==> config.mk <==
export PLATFORM = sky130hd
export DESIGN_NAME = data_inf_intc_m2s_wrr_sched
export DESIGN_NICKNAME = d
export VERILOG_FILES = /design/src/rtl/data_inf_intc_m2s_wrr_sched.sv
export SDC_FILE = /design/constraint.sdc
export NUM_CORES = 1
export LEC_CHECK = 0
export CAP_MARGIN = 20
export CORE_ASPECT_RATIO = 1.25
export CORE_UTILIZATION = 30
export DETAILED_ROUTE_END_ITERATION = 16
export GPL_TIMING_DRIVEN = 0
export HOLD_SLACK_MARGIN = 0.05
export PLACE_DENSITY = 0.89
export SLEW_MARGIN = 0
export SYNTH_ARGS = -nofsm -noshare
export SYNTH_HDL_FRONTEND = slang
export SYNTH_SLANG_ARGS = --single-unit
==> constraint.sdc <==
create_clock -name clock -period 2.45 [get_ports clock]
set_input_delay 0.49 -clock clock [delete_from_list [all_inputs] [get_ports clock]]
set_output_delay 0.49 -clock clock [all_outputs]
set_load 0.01 [all_outputs]
==> src/rtl/data_inf_intc_m2s_wrr_sched.sv <==
// Weighted round-robin scheduler sharing one data_inf master channel between NUM streams.
// Each owner may hold the channel for up to its weight in beats; arbitration costs one bubble.
module data_inf_intc_m2s_wrr_sched #(
  parameter int NUM    = 4,
  parameter int DSIZE  = 32,
  parameter int IDSIZE = 4,
  parameter int WSIZE  = 4,
  parameter int NSIZE  = $clog2(NUM)
) (
  input  logic                    clock,
  input  logic                    rst,
  input  logic [NUM-1:0]          s_valid,
  input  logic [NUM*DSIZE-1:0]    s_data,
  input  logic [NUM*IDSIZE-1:0]   sid,
  output logic [NUM-1:0]          s_ready,
  input  logic [NUM*WSIZE-1:0]    weight,
  output logic                    m_valid,
  output logic [DSIZE-1:0]        m_data,
  output logic [IDSIZE-1:0]       mid,
  input  logic                    m_ready,
  output logic [NSIZE-1:0]        grant_idx,
  output logic                    busy
);

  localparam logic [NSIZE:0] NUM_W = (NSIZE+1)'(NUM);

  typedef enum logic {IDLE, GRANT} state_t;

  state_t           r_state, w_stateNext;
  logic [NSIZE-1:0] r_rrPtr, w_rrPtrNext;
  logic [NSIZE-1:0] r_grantIdx, w_grantIdxNext;
  logic [WSIZE-1:0] r_beatCnt, w_beatCntNext;
  logic [WSIZE-1:0] r_wq, w_wqNext;

  logic [NUM-1:0]   w_cand;
  logic [NSIZE:0]   w_probe;
  logic             w_found;
  logic [NSIZE-1:0] w_candIdx;
  logic [WSIZE-1:0] w_candWeight;
  logic [NSIZE:0]   w_releaseSum;
  logic [NSIZE-1:0] w_releasePtr;
  logic             w_beat;

  // Round-robin search: descending probe order so the lowest offset from rr_ptr wins.
  always_comb begin
    w_cand       = '0;
    w_found      = 1'b0;
    w_candIdx    = '0;
    w_candWeight = '0;
    w_probe      = '0;
    for (int i = 0; i < NUM; i++) begin
      w_cand[i] = s_valid[i] & (|weight[i*WSIZE +: WSIZE]);
    end
    for (int k = NUM-1; k >= 0; k--) begin
      w_probe = {1'b0, r_rrPtr} + (NSIZE+1)'(k);
      if (w_probe >= NUM_W) w_probe = w_probe - NUM_W;
      if (w_cand[w_probe[NSIZE-1:0]]) begin
        w_found   = 1'b1;
        w_candIdx = w_probe[NSIZE-1:0];
      end
    end
    for (int i = 0; i < NUM; i++) begin
      if (NSIZE'(i) == w_candIdx) w_candWeight = weight[i*WSIZE +: WSIZE];
    end
    w_releaseSum = {1'b0, r_grantIdx} + (NSIZE+1)'(1);
    w_releasePtr = (w_releaseSum >= NUM_W) ? '0 : w_releaseSum[NSIZE-1:0];
  end

  always_ff @(posedge clock or posedge rst) begin
    if (rst) begin
      r_state    <= IDLE;
      r_rrPtr    <= '0;
      r_grantIdx <= '0;
      r_beatCnt  <= '0;
      r_wq       <= '0;
    end else begin
      r_state    <= w_stateNext;
      r_rrPtr    <= w_rrPtrNext;
      r_grantIdx <= w_grantIdxNext;
      r_beatCnt  <= w_beatCntNext;
      r_wq       <= w_wqNext;
    end
  end

  // Quota exhaustion is tested first; a voluntary release can only happen on a beat-less cycle.
  always_comb begin
    w_stateNext    = r_state;
    w_rrPtrNext    = r_rrPtr;
    w_grantIdxNext = r_grantIdx;
    w_beatCntNext  = r_beatCnt;
    w_wqNext       = r_wq;
    w_beat         = m_valid & m_ready;
    case (r_state)
      IDLE: begin
        if (w_found) begin
          w_stateNext    = GRANT;
          w_grantIdxNext = w_candIdx;
          w_beatCntNext  = '0;
          w_wqNext       = w_candWeight;
        end
      end
      GRANT: begin
        if (w_beat && (r_beatCnt == (r_wq - WSIZE'(1)))) begin
          w_stateNext = IDLE;
          w_rrPtrNext = w_releasePtr;
        end else if (!m_valid) begin
          w_stateNext = IDLE;
          w_rrPtrNext = w_releasePtr;
        end else if (w_beat) begin
          w_beatCntNext = r_beatCnt + WSIZE'(1);
        end
      end
      default: w_stateNext = IDLE;
    endcase
  end

  always_comb begin
    m_valid   = 1'b0;
    m_data    = '0;
    mid       = '0;
    s_ready   = '0;
    busy      = (r_state == GRANT);
    grant_idx = r_grantIdx;
    if (r_state == GRANT) begin
      for (int i = 0; i < NUM; i++) begin
        if (NSIZE'(i) == r_grantIdx) begin
          m_valid    = s_valid[i];
          m_data     = s_data[i*DSIZE +: DSIZE];
          mid        = sid[i*IDSIZE +: IDSIZE];
          s_ready[i] = m_ready;
        end
      end
    end
  end

endmodule
==> out/results.tsv <==
metric	value	unit
status	finished with violations	
violations	negative setup slack	
antenna_found_initial	1	
critical_path.max_stage_delay	0.45	ns
clock_sinks	13	
drtPass1Iterations	5	
crit_type	reg -> out	
rows	36	
grt_pass1_vias	3747	
routed_wl	12.5	mm
postSynthAreaPerCell	6.23	um2
n_fill_cell	668	
ant_nets	0	
layout_setup_ws	-0.0217	ns
cts.clk_slew.worst_paths	0.06	ns
nets	793	
ir_worst_vdd	0.545	mV
worst_pin_slew	0.554	ns
ys_seq_area_frac	0.133	
totalNegativeSetupSlack	-0.0385	ns
worstReg2RegStart	grant_idx[1]	
cp-end-kind	output pin	
crit_required	1.96	ns
top_level_ports	211	
fin_crit_sh	1.01	
gp_congestion	0.915	
rsz0062_at_grt	yes	
cp-startpoint	grant_idx[0]	
syn_nets	565	
worstHoldPathCells	1	
async_reset_ff_frac	1.00	
max_freq	0.405	GHz
yosysTopAreaCellShare	0.152	
insertion_delay	0.25	ns
die-area	8510	um2
min_path_type	reg -> reg	
synth_edf_count	0	
yosysTopAreaCell	a21oi_1	
relSlewSlack	0.626	
arrival	1.98	ns
crit_chain	ha_4 -> clkbuf_16 -> buf_8 -> nand3b_1 -> a21oi_2 -> a21oi_1 -> o21ai_1 -> and2_1 -> buf_2	
fin_util	0.643	
crit_family	flip-flops	
io_buffers	210	
yosysWarnings	0	
cts-htree-levels	1	
worstSetupStartpointType	register	
dp_slack	-0.787	ns
finalClockSkew	0.00393	ns
p_leak	2.05	nW
core	7840	um2
finalSetupViolCount	3	
worst-path-buf-inv	3	
final_hold_viol_count	0	
yosys-top-cells-area	a21oi_1 15%, nand2_1 14%, dfrtp_1 13%, nand3b_1 11%, and2_1 9.5%	
synth-seq-cells	13	
cts_buffers	3	
drt_iter0_markers	164	
grt_max_degree	14	
grt_pass1_wl	17.8	mm
hold_buffers	0	
cts_max_path_buffers	2	
via_per_inst	5.35	
slew_violations	0	
drt-wirelength-per-cell	17.5	um
drive_gt1_frac	0.205	
die_height	103	um
drc	0	
grt_usage	0.274	
synth_ff_type	dfrtp_1	
powerDensity	1010	nW/um2
overflow	0	
die_w	82.7	um
cts_tree	done	
min-delay-start	r_beatCnt[3]	
finalCriticalPeriod	2.47	ns
path_depth	9	
area_growth	106	%
reg2regPathDepth	10	
ctsRootBufferMaster	clkbuf_8	
num_vias	3826	
synthCells	392	
synth_area	2440	um2
synth.distinct_cells	41	
worstPathMaxFanout	10	
post-dp-hpwl	9.59	mm
slowest_stage	dfrtp_2	
max_cap_violations	0	
start_util	0.312	
power by group:
group / switching, mW / total [mW] / internal, mW
Clock: 0.0777 / 0.193 / 0.115
Combinational: 2.20 / 4.44 / 2.24
Sequential: 0.133 / 0.436 / 0.303
per-layer routing:
layer  track usage  share of wire
met1         0.256           0.33
met2         0.510           0.53
met3        0.0947           0.10
met4         0.153          0.040
met5             0        0.00088
cell usage in the layout, fill, tap and decap left out, drive strengths merged, types with 2 or more instances in the layout:
cell type and n:
a21oi 74, a31o 2, and2 37, and3 3, buf 65, clkbuf 24, clkdlybuf4s50 171, dfrtp 13
dlymetal6s2s 2, ha 6, inv 8, mux2 2, mux2i 11, nand2 88, nand3 3, nand3b 37
nor2 4, nor3 2, o211ai 2, o21ai 38, o221ai 4, o41ai 3, xnor2 4, xor2 2
registers in the layout, summed over array words and instances (netlist names):
signal     flops
r_wq           4
r_beatCnt      4
busy           1
r_rrPtr        2
grant_idx      2
cell type report:
type                    count  area, um2  area share
diodes                      1       2.50    0.000496
plain buffers              33        317      0.0628
clock buffers               4       45.0     0.00894
inverters                   8       32.5     0.00645
multi-input cells         336       2100       0.416
flip-flops and latches     13        328      0.0650
well taps                  95        119      0.0236
repair buffers            225       2100       0.417
synth_stat cells, drive strengths merged (2+ instances only):
cell type / number
and3: 3
o21ai: 38
nor2: 4
nor3: 2
mux2i: 11
xnor2: 4
nand3: 3
buf: 9
clkbuf: 26
and2: 37
ha: 6
o221ai: 4
a31o: 2
nand2: 88
dfrtp: 13
o211ai: 2
a21oi: 74
inv: 8
nand3b: 37
mux2: 2
xor2: 2
o41ai: 3
kinds of logic after synthesis:
group / count (synthesis) / synth area share
flip-flops: 13 / 0.133
adder cells (fa/ha/maj): 6 / 0.0307
multiplexers: 13 / 0.0543
AND/OR/NAND/NOR: 179 / 0.385
AO/OA/AOI/OAI: 132 / 0.305
buffers and inverters: 43 / 0.0701
XOR/XNOR: 6 / 0.0215
path summary, 6_finish.rpt:
| path | slack, ns | endpoint |
|---|---|---|
| worst min-delay path | 0.51 | r_beatCnt[3] |
| worst max register to register | 0.17 | r_rrPtr[0] |
| worst min register to register | 0.51 | r_beatCnt[3] |
| min in group asynchronous | 0.56 | r_wq[2] |
| max in group asynchronous | 1.54 | grant_idx[1] |
| worst max-delay path | -0.02 | m_data[4] |
what timing repair did:
item	CTS	global route
setup endpoints to repair	41	42
gates cloned	1	2
resized for setup	226	47
pin swaps	31	18
setup buffers	7	5
through the flow:
step / power, mW / area (um2) / instances / hold WS (ns)
after floorplan: 2.65 / 2440 / 392 / 0.367
after global placement: 4.18 / 4660 / 697 / 0.496
after detailed placement: 4.28 / 4660 / 697 / 0.508
after CTS: 4.74 / 4870 / 709 / 0.515
after global routing: 5.46 / 5040 / 714 / 0.522
final: 5.07 / 5040 / 715 / 0.510
Note: power is estimated with default switching activity, not from simulation.
